===== src/rtl/conv3x3_pkg.sv =====
// conv3x3_pkg: shared types and constants for the 3x3 tap sequencer slice.
//   state_t - sequencer FSM states
//   TAPS    - taps per window (3x3)
//   TAP_CW  - width of tap index / counter
//   lat_cw  - width of a counter that must hold values 0..lat
package conv3x3_pkg;

  typedef enum logic [1:0] {
    ST_LOAD   = 2'd0,
    ST_STREAM = 2'd1,
    ST_WAIT   = 2'd2,
    ST_RESULT = 2'd3
  } state_t;

  localparam int unsigned TAPS   = 9;
  localparam int unsigned TAP_CW = 4;

  function automatic int unsigned lat_cw(input int unsigned lat);
    return $clog2(lat + 1);
  endfunction

endpackage


===== src/rtl/conv3x3_tap_buffer.sv =====
// conv3x3_tap_buffer: 9-entry (pixel, weight) register file.
// Ports:
//   i_clk              - clock
//   i_we               - write enable
//   i_wr_idx           - write index (0..8; larger indices are dropped)
//   i_wr_x, i_wr_w     - write data
//   i_rd_idx           - read index (0..8; larger indices read as zero)
//   o_rd_x, o_rd_w     - combinational read data
// Contents are not reset; a window always rewrites all nine entries before use.
module conv3x3_tap_buffer
  import conv3x3_pkg::*;
#(
  parameter int unsigned X_BW = 8,
  parameter int unsigned W_BW = 8
) (
  input  logic                     i_clk,
  input  logic                     i_we,
  input  logic [TAP_CW-1:0]        i_wr_idx,
  input  logic signed [X_BW-1:0]   i_wr_x,
  input  logic signed [W_BW-1:0]   i_wr_w,
  input  logic [TAP_CW-1:0]        i_rd_idx,
  output logic signed [X_BW-1:0]   o_rd_x,
  output logic signed [W_BW-1:0]   o_rd_w
);

  localparam logic [TAP_CW-1:0] NTAPS = TAP_CW'(TAPS);

  logic signed [X_BW-1:0] x_mem [TAPS];
  logic signed [W_BW-1:0] w_mem [TAPS];

  always_ff @(posedge i_clk) begin
    if (i_we && (i_wr_idx < NTAPS)) begin
      x_mem[i_wr_idx] <= i_wr_x;
      w_mem[i_wr_idx] <= i_wr_w;
    end
  end

  always_comb begin
    o_rd_x = '0;
    o_rd_w = '0;
    if (i_rd_idx < NTAPS) begin
      o_rd_x = x_mem[i_rd_idx];
      o_rd_w = w_mem[i_rd_idx];
    end
  end

endmodule


===== src/rtl/conv3x3_tap_sequencer.sv =====
// conv3x3_tap_sequencer: loads nine (pixel, weight) taps plus a partial sum,
// streams them one per cycle into a serial 3x3 convolution engine, waits the
// engine latency and hands the captured engine output out on a result port.
// Ports:
//   i_clk, i_rst                 - clock, async active-high reset
//   i_ld_valid/o_ld_ready        - load handshake
//   i_ld_x, i_ld_w, i_ld_psum    - load beat data (psum sampled on beat 0)
//   o_x, o_w, o_psum             - registered engine inputs (zero outside STREAM)
//   i_y                          - engine output
//   o_res_valid/i_res_ready      - result handshake
//   o_res_data                   - captured engine result
//   o_busy                       - high whenever not in LOAD
module conv3x3_tap_sequencer
  import conv3x3_pkg::*;
#(
  parameter int unsigned X_BW = 8,
  parameter int unsigned W_BW = 8,
  parameter int unsigned I_BW = 19,
  parameter int unsigned O_BW = 19,
  parameter int unsigned LAT  = 10
) (
  input  logic                     i_clk,
  input  logic                     i_rst,
  input  logic                     i_ld_valid,
  output logic                     o_ld_ready,
  input  logic signed [X_BW-1:0]   i_ld_x,
  input  logic signed [W_BW-1:0]   i_ld_w,
  input  logic signed [I_BW-1:0]   i_ld_psum,
  output logic signed [X_BW-1:0]   o_x,
  output logic signed [W_BW-1:0]   o_w,
  output logic signed [I_BW-1:0]   o_psum,
  input  logic signed [O_BW-1:0]   i_y,
  output logic                     o_res_valid,
  output logic signed [O_BW-1:0]   o_res_data,
  input  logic                     i_res_ready,
  output logic                     o_busy
);

  localparam int unsigned       LCW       = lat_cw(LAT);
  localparam logic [TAP_CW-1:0] LAST_TAP  = TAP_CW'(TAPS - 1);
  localparam logic [LCW-1:0]    LAST_WAIT = LCW'(LAT - 1);

  state_t                  state;
  logic [TAP_CW-1:0]       tap_cnt;
  logic [LCW-1:0]          wait_cnt;
  logic signed [I_BW-1:0]  psum_q;

  logic                    buf_we;
  logic [TAP_CW-1:0]       rd_idx;
  logic signed [X_BW-1:0]  rd_x;
  logic signed [W_BW-1:0]  rd_w;

  assign o_ld_ready = (state == ST_LOAD);
  assign o_busy     = (state != ST_LOAD);
  assign buf_we     = (state == ST_LOAD) && i_ld_valid;

  // Output taps are registered, so the buffer is read one tap ahead: tap 0
  // while loading (loaded into o_x/o_w on the final beat), tap k+1 during
  // stream cycle k.
  assign rd_idx = (state == ST_STREAM) ? tap_cnt + TAP_CW'(1) : '0;

  conv3x3_tap_buffer #(
    .X_BW (X_BW),
    .W_BW (W_BW)
  ) u_buf (
    .i_clk    (i_clk),
    .i_we     (buf_we),
    .i_wr_idx (tap_cnt),
    .i_wr_x   (i_ld_x),
    .i_wr_w   (i_ld_w),
    .i_rd_idx (rd_idx),
    .o_rd_x   (rd_x),
    .o_rd_w   (rd_w)
  );

  always_ff @(posedge i_clk or posedge i_rst) begin
    if (i_rst) begin
      state       <= ST_LOAD;
      tap_cnt     <= '0;
      wait_cnt    <= '0;
      psum_q      <= '0;
      o_x         <= '0;
      o_w         <= '0;
      o_psum      <= '0;
      o_res_valid <= 1'b0;
      o_res_data  <= '0;
    end else begin
      case (state)
        ST_LOAD: begin
          if (i_ld_valid) begin
            if (tap_cnt == '0) begin
              psum_q <= i_ld_psum;
            end
            if (tap_cnt == LAST_TAP) begin
              tap_cnt <= '0;
              o_x     <= rd_x;
              o_w     <= rd_w;
              o_psum  <= psum_q;
              state   <= ST_STREAM;
            end else begin
              tap_cnt <= tap_cnt + TAP_CW'(1);
            end
          end
        end
        ST_STREAM: begin
          if (tap_cnt == LAST_TAP) begin
            tap_cnt  <= '0;
            wait_cnt <= '0;
            o_x      <= '0;
            o_w      <= '0;
            o_psum   <= '0;
            state    <= ST_WAIT;
          end else begin
            tap_cnt <= tap_cnt + TAP_CW'(1);
            o_x     <= rd_x;
            o_w     <= rd_w;
          end
        end
        ST_WAIT: begin
          if (wait_cnt == LAST_WAIT) begin
            wait_cnt    <= '0;
            o_res_data  <= i_y;
            o_res_valid <= 1'b1;
            state       <= ST_RESULT;
          end else begin
            wait_cnt <= wait_cnt + LCW'(1);
          end
        end
        ST_RESULT: begin
          if (i_res_ready) begin
            o_res_valid <= 1'b0;
            state       <= ST_LOAD;
          end
        end
        default: state <= ST_LOAD;
      endcase
    end
  end

endmodule

===== config.mk =====
export PLATFORM = sky130hd
export DESIGN_NAME = conv3x3_tap_sequencer
export DESIGN_NICKNAME = d
export VERILOG_FILES = /design/src/rtl/conv3x3_pkg.sv /design/src/rtl/conv3x3_tap_buffer.sv /design/src/rtl/conv3x3_tap_sequencer.sv
export SDC_FILE = /design/constraint.sdc
export NUM_CORES = 1
export LEC_CHECK = 0
export ABC_AREA = 1
export BUFFER_PORTS_ARGS = -buffer_cell sky130_fd_sc_hd__buf_2
export CAP_MARGIN = 10
export CORE_ASPECT_RATIO = 0.7
export CORE_MARGIN = 5
export CORE_UTILIZATION = 58
export DETAILED_ROUTE_END_ITERATION = 10
export PLACE_DENSITY = 0.79
export SLEW_MARGIN = 25
export SYNTH_ARGS = -nofsm -noshare
export SYNTH_HDL_FRONTEND = slang
export SYNTH_SLANG_ARGS = --single-unit

===== constraint.sdc =====
create_clock -name i_clk -period 3.1 [get_ports i_clk]
set_clock_uncertainty 0.05 [all_clocks]
set_input_delay 0.31 -clock i_clk [delete_from_list [all_inputs] [get_ports i_clk]]
set_output_delay 0.31 -clock i_clk [all_outputs]
set_load 0.05 [all_outputs]

* After elaboration in Yosys (flattened, before gate mapping)
Memory sizes are Yosys's and may differ from the RTL's.
Index checks and enable logic that the tools add are counted.
** Word-level totals
- Bits in registers :: 84
- RAM bits :: 144
- Input port bits :: 58
- Output and inout bits :: 57
- Word-level logic and storage cells :: 73
- Memories :: 2
** Cells by class
- Add/sub/neg operators :: 2
- $lt $le $gt $ge :: 2
- Eq/ne operators :: 10
- Muxes and demuxes :: 32
- Reduce and logical (&&, ||, !) cells :: 16
** Memories
- u_buf.w_mem :: depth 9, width 8, rd ports 1, clocked after memory_dff 0, write ports 1, RTL line conv3x3_tap_buffer.sv:29 : logic signed [W_BW-1:0] w_mem [TAPS];
- u_buf.x_mem :: depth 9, width 8, rd ports 1, clocked after memory_dff 0, write ports 1, RTL line conv3x3_tap_buffer.sv:28 : logic signed [X_BW-1:0] x_mem [TAPS];
** Operator list (number)
- $mux 8 :: 8
- $mux 19 :: 3
- $pmux 19 s2 :: 1
- $pmux 8 s2 :: 2
- $mux 4 :: 5
- $pmux 4 s2 :: 2
- $mux 2 :: 5
- $reduce_and 3->1 :: 3
- $add 4x1->4 const B :: 2
- $eq 4x4->1 const B :: 2
- $lt 4x4->1 const B :: 2
- $pmux 2 s4 :: 1
- $reduce_bool 2->1 :: 4
- $ne 2x2->1 const B :: 3
- $reduce_and 2->1 :: 3
- $reduce_and 5->1 :: 1
- $eq 2x2->1 const B :: 2
- $logic_not 4->1 :: 1
- $mux 1 :: 4
- $ne 2x1->1 const B :: 2
- $reduce_and 4->1 :: 1
- $eq 2x1->1 const B :: 1
- $logic_and 1x1->1 :: 2
- $logic_not 2->1 :: 1
- $pmux 1 s2 :: 1

* Depth between registers and ports, before layout
- Depth after elaboration :: 7
- Mapped depth :: 13
- Depth with buffers taken out :: 11

* Hierarchy
A second synthesis with hierarchy kept.
** Second synthesis, totals
- Cells, all modules :: 928
- Area, all modules :: 9651.8 sq um
** By module, submodules not included
- conv3x3_tap_buffer :: instances 1, cells an instance 520, area an instance 5954.5 sq um, sequential area each 4324.1 sq um
- conv3x3_tap_sequencer :: instances 1, cells an instance 408, area an instance 3697.3 sq um, sequential area each 2102.0 sq um

* Worst setup path before layout
No wires, ideal clock.
- Kind :: register to register
- Start point :: register state[0]
- End point :: memory u_buf.w_mem[5][0] (enable)
- Library setup time :: 0.409 ns
- Arrival :: 2.537 ns
- Required time :: 2.641 ns
- Slack :: 0.104 ns
- Stages on the path, launching flop included :: 7
- Buffers on the path :: 0
- Period minus slack after synthesis :: 2.996 ns
- Cell sequence :: dfrtp_1 > inv_1 > ha_1 > nand2_1 > inv_1 > nand2_1 > nor3_1
** On the way
- Cells in the longest elaborated chain, start to end :: 5
** Ends and longest elaborated chain
- start, declared :: RTL line conv3x3_tap_sequencer.sv:43 : state_t state;
- start signal, assigned :: RTL line conv3x3_tap_sequencer.sv:78 : state <= ST_LOAD;
- start signal, assigned :: RTL line conv3x3_tap_sequencer.sv:99 : state <= ST_STREAM;
- start signal, assigned :: RTL line conv3x3_tap_sequencer.sv:112 : state <= ST_WAIT;
- $logic_not 2->1
- via o_ld_ready :: RTL line conv3x3_tap_sequencer.sv:25 : output logic o_ld_ready,
- $logic_and 1x1->1 :: RTL line conv3x3_tap_sequencer.sv:55 : assign buf_we = (state == ST_LOAD) && i_ld_valid;
- $logic_and 1x1->1 :: RTL line conv3x3_tap_buffer.sv:32 : if (i_we && (i_wr_idx < NTAPS)) begin
- $mux 1 :: RTL line conv3x3_tap_buffer.sv:32
- $mux 1 (not written as such) :: RTL line conv3x3_tap_buffer.sv:34 : w_mem[i_wr_idx] <= i_wr_w;
- end, declared :: RTL line conv3x3_tap_buffer.sv:29
The timed path passes the listed nets, and every way through them passes these cells.

* Worst setup path in the final report
- Start point :: register state[1]
- End point :: register o_x[0]
** On the way
- Cells in the longest elaborated chain, start to end :: 7
- Elaborated cells between the ends (all ways) :: 14
- Those cells by class :: order compare (1); eq/ne (3); mux (6); reduce/logical (3); memory (1)
** Ends and longest elaborated chain
- $eq 2x1->1 :: RTL line conv3x3_tap_sequencer.sv:60, conv3x3_tap_sequencer.sv:88
- $mux 4 :: RTL line conv3x3_tap_sequencer.sv:60 : assign rd_idx = (state == ST_STREAM) ? tap_cnt + TAP_CW'(1) : '0;
- $mem_v2 9x8 or $lt 4x4->1 (tied branches)
- $mux 8 :: RTL line conv3x3_tap_buffer.sv:41 : if (i_rd_idx < NTAPS) begin
- $mux 8 :: RTL line conv3x3_tap_sequencer.sv:94 : if (tap_cnt == LAST_TAP) begin
- $mux 8 :: RTL line conv3x3_tap_sequencer.sv:90 : if (i_ld_valid) begin
- $pmux 8 s2 :: RTL line conv3x3_tap_sequencer.sv:88 : case (state)
- end signal, assigned :: RTL line conv3x3_tap_sequencer.sv:96 : o_x <= rd_x;
- end signal, assigned :: RTL line conv3x3_tap_sequencer.sv:115 : o_x <= rd_x;
- end, declared :: RTL line conv3x3_tap_sequencer.sv:29 : output logic signed [X_BW-1:0] o_x,
Several ways; a longest one is shown, not always the timed one. The select of a mux whose other input is x is not followed.
A chain may end at the register's enable or synchronous reset.

==> key figures <==
Worst setup path
  • CP required: 3.43 ns
  • R2r endpoint: o_x[0]
  • CP top delay family: simple AND/OR/NAND/NOR gates
  • Critical path buffers and inverters: 1
  • CP Data Arrival Time: 2.77 ns
  • Reg-to-Reg Start: state[1]
  • CP max-delay cell: nand3_2
  • CP Capture Type: register
  • Setup crit start kind: register
  • Critical path type: register to register
  • Critical path cell sequence: inv_1, ha_1, nand3_2, nand2_1, nand3_1, nand2_2, nor2_1, nand2_1, nand2_1
  • Crit path top cell by count: nand2_1
  • Reg2Reg Setup Slack: 0.66 ns
  • Cells on worst reg2reg path: 9
  • Largest stage delay, worst path: 0.44 ns
  • CP max FO: 16

Clock tree
  • Worst skew pair latency: 0.52 ns
  • Hold-fix buffers, CTS: 35
  • CTS tree: built
  • H-Tree Depth: 1
  • CTS buffer count: 22
  • Clock Sinks: 228
  • CTS root buf: clkbuf_16
  • CTS clk-pin slew, worst paths: 0.07 ns
  • Post_cts resized: 0
  • Setup Buffers After CTS: 0
  • CTS Buffer Depth: 3

Worst hold path
  • Hold endpoint: o_res_data[2]
  • Worst hold start: i_y[2]
  • Hold Path Stages: 2
  • Hold Path Class: input pin to register

Synth
  • Syn Inst Count: 845
  • Flip-flop and latch count after synthesis: 228
  • Mapped Nets: 913
  • Top cell type's share of synthesized area: 46.6%
  • YS warnings: 0
  • Async SR Flop Fraction: 36.8%
  • Post-Syn Area: 9280 sq um
  • Synth cell count leaders: nand2_1, edfxtp_1, nand3_1
  • Seq/Total Area, Yosys: 69.3%
  • Most common cell in the synthesized netlist: nand2_1
  • Synth area leader: edfxtp_1
  • Predominant post-synthesis flop cell: edfxtp_1
  • Synth area leaders: edfxtp_1, dfrtp_1, nand2_1
  • Number of flops mapped to enable cells by yosys: 144
  • Mapped Avg Cell Area: 11.0 sq um
  • Synth unique cells: 24

Routing
  • Via density: 5.54
  • Vias: 6772
  • DR pass1 iterations: 5
  • Final wirelength: 22.1 mm
  • Initial DRC count: 694
  • Post-route ant nets: 0
  • Drt wl/cell: 18.1 um
  • DRC violations left: 0

Floorplanning
  • Die height: 116 um
  • Die width: 161 um
  • Initial Util: 59.5%
  • Number of I/O pins: 115
  • Num rows: 38
  • Die area: 18700 sq um
  • Core area: 15600 sq um

Timing
  • Setup TNS: 0 ns
  • Slew @ Worst Pin: 0.837 ns
  • Setup Viol. Count Final: 0
  • Final Hold Viols: 0
  • FMAX: 410 MHz
  • Final Critical Period: 2.44 ns
  • Post-route clock period utilization: 78.7%
  • RSZ-0062 raised after global routing: no
  • Slew Viols, Final: 0
  • Max_slew headroom: 44.1%

Run
  • Max_cap viols: 0

Power and ir drop
  • Leakage: 5.06 nW
  • Worst VDD drop: 0.000631 V
  • Final total power: 10.3 mW
  • Cell area power density: 912 nW/um^2

Global route
  • Initial antenna violation count: 1
  • First-pass GRT wire length: 34.9 mm
  • GRT met2 Usage: 39.3%
  • Vias in the first global route: 6515
  • Gr usage total: 23.9%
  • GR Util met3: 4.48%
  • Global route overflow: 0
  • Most used routing layer: met2
  • Global-route met1 utilization: 33.8%
  • Largest net degree at the start of global routing: 47

Cells and area
  • Final Instance Count excl. Fillers: 1222
  • Antenna Cells: 0
  • Sequential Area: 6430 sq um
  • Layout net count: 1074
  • Design area: 11200 sq um
  • Share of layout cells above drive strength 1: 20.8%
  • Fill cells: 1081
  • Footprint of the multi-input gates: 2560 sq um
  • Layout area overhead: 21.2%

Placed design
  • Port bufs: 114
  • GPL Wtd Cong: 0.819
  • DP Area: 10100 sq um
  • Placed Cells: 1146
  • Dpl hpwl: 13.2 mm

Run status
  • Outcome: complete, no violations
-- registers in the layout (all words and copies together), names as in the netlist --
signal and cells:
u_buf.w_mem 72, u_buf.x_mem 72, o_psum 19, o_res_data 19
psum_q 19, o_w 8, o_x 8, tap_cnt 4
wait_cnt 4, state 2, o_res_valid 1
-- power breakdown --
part / leakage, nW / switching (mW) / total (mW) / internal (mW)
clock: 0.364 / 1.12 / 2.68 / 1.56
combinational: 2.33 / 2.63 / 3.58 / 0.951
sequential: 2.36 / 0.271 / 3.99 / 3.72
total: 5.06 / 4.02 / 10.3 / 6.23
-- area by class of cell --
| class | instances | area share (%) |
|---|---|---|
| Tap cell | 200 | 2.23 |
| Inverter | 35 | 1.18 |
| Clock buffer | 35 | 6.18 |
| Timing Repair Buffer | 176 | 10.0 |
| Sequential cell | 228 | 57.1 |
| Multi-Input combinational cell | 543 | 22.8 |
| Clock inverter | 5 | 0.445 |
-- how the worst max path moves through the flow --
| stage | from | to | depth (start not counted) |
|---|---|---|---|
| 6_report | state[1] | o_x[0] | 9 |
| 3_5_place_dp | state[0] | u_buf.w_mem[7][7] | 5 |
| 2_1_floorplan | state[0] | u_buf.w_mem[5][0] | 6 |
| 4_1_cts | state[0] | u_buf.x_mem[7][0] | 5 |
| 3_3_place_gp | state[0] | u_buf.w_mem[7][7] | 5 |
| 5_1_grt | state[1] | o_psum[1] | 8 |
-- metal layers --
metal / share of wire, % / wire [um]
met5: 0.059 / 13
met4: 2.1 / 468
met3: 9.3 / 2050
met2: 48 / 10500
met1: 41 / 9020
-- cells by family after synthesis --
family,after synthesis,share of synthesized area [%]
and+or+nand+nor,455,20.3
DFF,228,69.3
buffers and inverters,74,3.55
AOI/OAI and AO/OA,59,3.20
muxes,19,2.31
adders and majority gates,10,1.35
-- metrics by stage --
step / worst slack, ns / hold WS (ns) / util, %
CTS: 0.684 / 0.000434 / 72.0
global route: 0.424 / 0.00700 / 72.1
global placement: 0.790 / 0.404 / 65.0
floorplan: 0.104 / 0.359 / -
finish: 0.659 / 0.00970 / 72.1
detailed placement: 0.722 / 0.409 / 65.0
-- cell usage in the layout, fill, tap and decap left out, types with 3 or more instances in the layout --
cell type,n
nand2_2,3
dlygate4sd3_1,35
clkbuf_16,25
nor3_2,7
dfrtp_1,84
nand4_1,3
buf_2,114
o21ai_0,29
nand3_1,112
edfxtp_1,144
clkbuf_1,6
clkbuf_8,3
nand2_1,283
inv_2,4
ha_1,10
nor2_1,41
a21oi_1,28
buf_4,26
mux2_2,19
inv_1,30
Note: power is estimated with default switching activity, not from simulation.
